$ cat config.mk
export PLATFORM = sky130hd
export DESIGN_NAME = mux_scan_ctrl
export DESIGN_NICKNAME = d
export VERILOG_FILES = /design/src/rtl/mux_scan_ctrl.sv
export SDC_FILE = /design/constraint.sdc
export NUM_CORES = 1
export LEC_CHECK = 0
export BUFFER_PORTS_ARGS = -buffer_cell sky130_fd_sc_hd__buf_2
export CELL_PAD_IN_SITES_DETAIL_PLACEMENT = 0
export CELL_PAD_IN_SITES_GLOBAL_PLACEMENT = 1
export CORE_ASPECT_RATIO = 1.5
export CORE_MARGIN = 5
export CORE_UTILIZATION = 37
export CTS_BUF_LIST = sky130_fd_sc_hd__clkbuf_4 sky130_fd_sc_hd__clkbuf_8 sky130_fd_sc_hd__clkbuf_16
export CTS_CLUSTER_SIZE = 20
export DETAILED_ROUTE_END_ITERATION = 7
export PLACE_DENSITY_LB_ADDON = 0.12
export SLEW_MARGIN = 20
export SYNTH_ARGS = -nofsm -noshare
export SYNTH_HDL_FRONTEND = slang
export SYNTH_SLANG_ARGS = --single-unit
$ cat constraint.sdc
create_clock -name clk -period 5.07 [get_ports clk]
set_clock_uncertainty 0.2 [all_clocks]
set_input_delay 0.2535 -clock clk [delete_from_list [all_inputs] [get_ports clk]]
set_output_delay 0.2535 -clock clk [all_outputs]
set_load 0.05 [all_outputs]
$ cat src/rtl/mux_scan_ctrl.sv
// Holds one 16-bit word on the inputs of an external 16:1 mux and walks the
// (bit-reversed) select through all 16 lanes under valid/ready handshaking.
module mux_scan_ctrl #(
  parameter bit MSB_FIRST = 1'b0
) (
  input  logic        clk,
  input  logic        rst,
  input  logic        flush,
  input  logic        in_valid,
  input  logic [15:0] in_data,
  output logic        in_ready,
  output logic [15:0] mux_data,
  output logic [3:0]  mux_sel,
  output logic        bit_valid,
  output logic        bit_last,
  input  logic        bit_ready,
  output logic [15:0] word_cnt
);

  localparam logic [0:0] IDLE = 1'b0;
  localparam logic [0:0] SCAN = 1'b1;

  localparam logic [3:0] FIRST_IDX = MSB_FIRST ? 4'd15 : 4'd0;
  localparam logic [3:0] LAST_IDX  = MSB_FIRST ? 4'd0  : 4'd15;

  logic [0:0]  state_r;
  logic [3:0]  idx_r;
  logic [15:0] data_r;
  logic [15:0] cnt_r;

  logic        beat_s;
  logic        last_beat_s;
  logic        in_ready_s;
  logic        accept_s;
  logic [3:0]  idx_step_s;

  assign bit_valid = (state_r == SCAN);
  assign bit_last  = bit_valid && (idx_r == LAST_IDX);
  assign mux_data  = data_r;
  assign mux_sel   = {idx_r[0], idx_r[1], idx_r[2], idx_r[3]};
  assign word_cnt  = cnt_r;
  assign in_ready  = in_ready_s;

  // Handshake decode; flush blocks both bit consumption and word acceptance.
  always_comb begin
    beat_s      = bit_valid & bit_ready & ~flush;
    last_beat_s = beat_s & bit_last;
    if (flush) begin
      in_ready_s = 1'b0;
    end else if (state_r == IDLE) begin
      in_ready_s = 1'b1;
    end else begin
      in_ready_s = last_beat_s;
    end
    accept_s = in_valid & in_ready_s;
    if (MSB_FIRST) begin
      idx_step_s = idx_r - 4'd1;
    end else begin
      idx_step_s = idx_r + 4'd1;
    end
  end

  // Scan state, lane index, held word and completed-word counter.
  always_ff @(posedge clk) begin
    if (rst) begin
      state_r <= IDLE;
      idx_r   <= 4'd0;
      data_r  <= 16'h0000;
      cnt_r   <= 16'h0000;
    end else if (flush) begin
      state_r <= IDLE;
    end else begin
      // In SCAN a word is only accepted on the last beat, giving zero-bubble reload.
      if (accept_s) begin
        data_r  <= in_data;
        idx_r   <= FIRST_IDX;
        state_r <= SCAN;
      end else if (last_beat_s) begin
        state_r <= IDLE;
      end else if (beat_s) begin
        idx_r <= idx_step_s;
      end else begin
        state_r <= state_r;
      end
      if (last_beat_s) begin
        cnt_r <= cnt_r + 16'd1;
      end else begin
        cnt_r <= cnt_r;
      end
    end
  end

endmodule
After elaboration in Yosys (flattened, before gate mapping)
Cells that the tools add are included.
{"block": "classes", "n_mux": 7, "eq_ne": 2, "bitwise": 5, "reduce_logical": 7, "n_addsub": 2}
{"cell": "$add A16 B1 Y16 const B", "count": 1}
{"cell": "$mux W4", "count": 3}
{"cell": "$add A4 B1 Y4 const B", "count": 1}
{"cell": "$and A1 B1 Y1", "count": 4}
{"cell": "$eq A4 B4 Y1 const B", "count": 1}
{"cell": "$mux W1", "count": 4}
{"cell": "$reduce_and A2 Y1", "count": 2}
{"cell": "$reduce_bool A2 Y1", "count": 2}
{"cell": "$reduce_and A3 Y1", "count": 1}
{"cell": "$ne A2 B1 Y1 const B", "count": 1}
{"cell": "$reduce_or A2 Y1", "count": 1}
{"cell": "$logic_and A1 B1 Y1", "count": 1}
{"cell": "$not A1 Y1", "count": 1}
{"block": "totals", "input_bits": 21, "output_inout_bits": 39, "register_bits": 37}

Longest topological paths before layout
{"block": "depth", "ltp_word": 8, "mapped_depth": 6, "depth_no_buf": 5}

Least setup slack after synthesis
No wires, ideal clock.
{"block": "synth_path", "path_kind": "reg-to-output", "from": "reg idx_r[0]", "to": "out in_ready", "setup_slack_ns": 2.392, "path_buffers": 1, "required_time_ns": 4.617, "arrival_ns": 2.224, "path_stages_with_launch": 6, "cell_sequence": "dfxtp_1 -> ha_1 -> and3_1 -> clkbuf_1 -> nand2_1 -> a21oi_1"}
{"block": "synth_via", "elab_chain_cells": 5}
{"item": "from (decl)", "line_no": "27", "rtl": "logic [3:0] idx_r;"}
{"item": "from (signal assigned)", "line_no": "81", "rtl": "idx_r <= idx_step_s;"}
{"item": "$eq A4 B4 Y1", "line_no": "38", "rtl": "assign bit_last = bit_valid && (idx_r == LAST_IDX);"}
{"item": "$logic_and A1 B1 Y1", "line_no": "38"}
{"item": "$and A1 B1 Y1", "line_no": "47", "rtl": "last_beat_s = beat_s & bit_last;"}
{"item": "$mux W1", "line_no": "50", "rtl": "end else if (state_r == IDLE) begin"}
{"item": "$mux W1", "line_no": "48", "rtl": "if (flush) begin"}
{"item": "to (decl)", "line_no": "11", "rtl": "output logic in_ready,"}
Every way passes these cells.

Worst setup path in the final report
Ends and elaborated chain as after synthesis.

==> flow_metrics.tcl <==
set metrics [dict create \
    status "completed" \
    rsz0062_at_grt "false" \
    cts_tree "done" \
    r2r_slack_ps 2790 \
    hpwl_um 2820 \
    grt_pass1_vias 1510 \
    rr_endpoint "word_cnt[13]" \
    ys_ff_latch 37 \
    io_pins 60 \
    hold_start "in_data[14]" \
    start_util_pct 37.7 \
    drc_errors 0 \
    via_per_inst 5.10 \
    die_x_um 63.3 \
    syn_area_per_cell_um2 8.37 \
    grt_overflow 0 \
    tns_ps 0 \
    vias 1557 \
    critPathKind "reg2out" \
    worstSkewPairLatency_ps 290 \
    max_stage_delay_ps 380 \
    r2r_start "idx_r[0]" \
    grt_max_degree 38 \
    yosysSeqAreaShare_pct 47.1 \
    setup_viol 0 \
    grt_antenna_before_repair 0 \
    drt_iter0_drc 50 \
    slew_headroom_pct 54.6 \
    power.switching_w 0.000157 \
    layout_common_cells "buf_2 (59), nand2_1 (37), dfxtp_1 (37)" \
    area_growth_pct 37.1 \
    drv_slew 0 \
    cp.required_ps 4620 \
    fin_nets 281 \
    die_area_um2 5690 \
    ant_nets 0 \
    die_y_um 89.9 \
    n_fill_cell 426 \
    worstSetupStartpointType "register" \
    rr_worst_depth 5 \
    clock.fmax_mhz 427 \
    finalCritPeriodShare_pct 46.2 \
    synth_area_um2 1570 \
    groute.usage.overall_pct 14.1 \
    core.rowCount 29 \
    p_leak_nw 0.911 \
    worstPathCellList "ha_1, and3_1, nand2_1, a21oi_1, buf_2" \
    p_per_area_nw_per_um2 311 \
    grt_pass1_wl_um 6620 \
    intPower_w 0.000515 \
    core_um2 4170 \
    netlist_instances 188 \
    numPortBuffers 59 \
    final_common_cell "buf_2" \
    async_flop_share_pct 0 \
    wl_um 4030 \
    cts.clk_slew.worst_paths_ps 70 \
    arrival_ps 1890 \
    syn_nets 211 \
    multi_input_area_um2 774 \
    final_core_util_pct 51.7 \
    drive_above_1_share_pct 29.3 \
    clock_sinks 37 \
    slowest_stage "dfxtp_1" \
    worst_setup_path_end_kind "output pin" \
    pwr-share-clk_pct 45.1 \
    peakVddDrop_mv 0.217 \
    wl_per_cell_um 13.2 \
    min_path_cells 3 \
    path_max_fanout 6 \
    gp_congestion 0.776 \
    cts_buffers 5 \
    synth_cell_types 31 \
    p_sw_share_pct 23.3 \
    antenna_cells 0 \
    tightest_slew_ps 680 \
    ff_latch_area_um2 741 \
    power_frac_seq_pct 44.8 \
    clockRootBuffer "clkbuf_8" \
    cts_buffer_depth 2 \
    synthFlopType "dfxtp_1" \
    synth-edff-count 0 \
    worst_slack_ps 2730 \
    maxCapViolCount 0 \
    yosys_warnings 0 \
    hold_viol 0 \
    dp_slack_ps 2800 \
    hold_class "in2reg" \
    htreeDepth 2 \
    power_frac_comb_pct 10.1 \
    drt-pass1-iter-count 3 \
    fin_crit_ps 2340 \
    worstHoldEndpoint "mux_data[14]" \
]
[worst max-delay path: cells and delay by family, from the launching register on]
family                   cells  cell delay (ps)
buffers and inverters        1              290
AO/OA/AOI/OAI                1              210
AND/OR/NAND/NOR              2              450
adder cells (fa/ha/maj)      1              270
flip-flops                   1              380
[registers in the layout, indices dropped and copies added, names as in the netlist]
name,flops
bit_valid,1
idx_r,4
mux_data,16
word_cnt,16
[metrics by stage]
stage               cell area (um2)  hold WS, ps  total power [W]  cells
floorplan                      1570          133         0.000348    188
global placement               1890          240         0.000369    284
detailed placement             1890          246         0.000369    284
CTS                            2160         1.09         0.000680    305
global route                   2160         6.06         0.000700    305
finish                         2160         1.26         0.000672    305
[cell usage after synthesis, types with 2 or more instances]
library cell / number / area share [%]
a21oi_1: 26 / 8.3
clkbuf_1: 8 / 1.9
dfxtp_1: 37 / 47
ha_1: 2 / 1.6
inv_1: 5 / 1.2
nand2_1: 37 / 8.8
nand3_1: 7 / 2.2
nand4_1: 6 / 2.4
nor2_1: 10 / 2.4
nor3_1: 8 / 2.5
nor4_1: 3 / 1.2
o21ai_0: 2 / 0.64
o31ai_1: 5 / 2.4
or3_1: 2 / 0.79
or4_1: 5 / 2.4
xnor2_1: 9 / 5.0
xor2_1: 2 / 1.1
[metal layers]
| layer | track usage, % | up-vias | share of wire, % |
|---|---|---|---|
| li1 | - | 797 | - |
| met1 | 14.3 | 709 | 41 |
| met2 | 25.0 | 43 | 50 |
| met3 | 5.24 | 8 | 6.4 |
| met4 | 6.41 | 0 | 2.3 |
| met5 | 0 | - | 0 |
[area by class of cell]
class / instances / share of cell area (%)
Sequential cell: 37 / 34.3
Clock buffer: 5 / 3.19
Tap cell: 46 / 2.67
Timing Repair Buffer: 73 / 20.1
Multi-Input combinational cell: 136 / 35.9
Clock inverter: 3 / 3.01
Inverter: 5 / 0.870
[logic make-up after synthesis]
family          count (synthesis)  share of synthesized area [%]
fa+ha+maj                       2                           1.59
buf+inv                        15                           4.05
mux                             1                          0.636
xor+xnor                       11                           6.12
flops                          37                           47.1
compound gates                 35                           12.4
simple gates                   87                           28.1
[power groups by stage]
stage	sequential (W)	clock [W]	combinational, W
2_1_floorplan	0.000329	0	0.0000191
3_3_place_gp	0.000307	0	0.0000612
3_5_place_dp	0.000307	0	0.0000614
4_1_cts	0.000301	0.000311	0.0000691
5_1_grt	0.000301	0.000325	0.0000742
6_report	0.000301	0.000303	0.0000682
[how the worst max path moves through the flow]
stage	to	slack, ps	startpoint	cells past startpoint
CTS	in_ready	2710	idx_r[0]	5
global placement	word_cnt[13]	2850	idx_r[0]	5
floorplan	in_ready	2390	idx_r[0]	5
global route	in_ready	2550	idx_r[1]	5
finish	in_ready	2730	idx_r[0]	5
detailed placement	word_cnt[13]	2800	idx_r[0]	5
[what timing repair did]
| action | 4_1_cts | 5_1_grt |
|---|---|---|
| gates resized for setup | 0 | 0 |
| buffers inserted | 0 | 0 |
| hold buffers | 13 | 0 |
| hold endpoints to repair | 13 | 0 |
No activity file was read; power rests on OpenSTA's default activity.
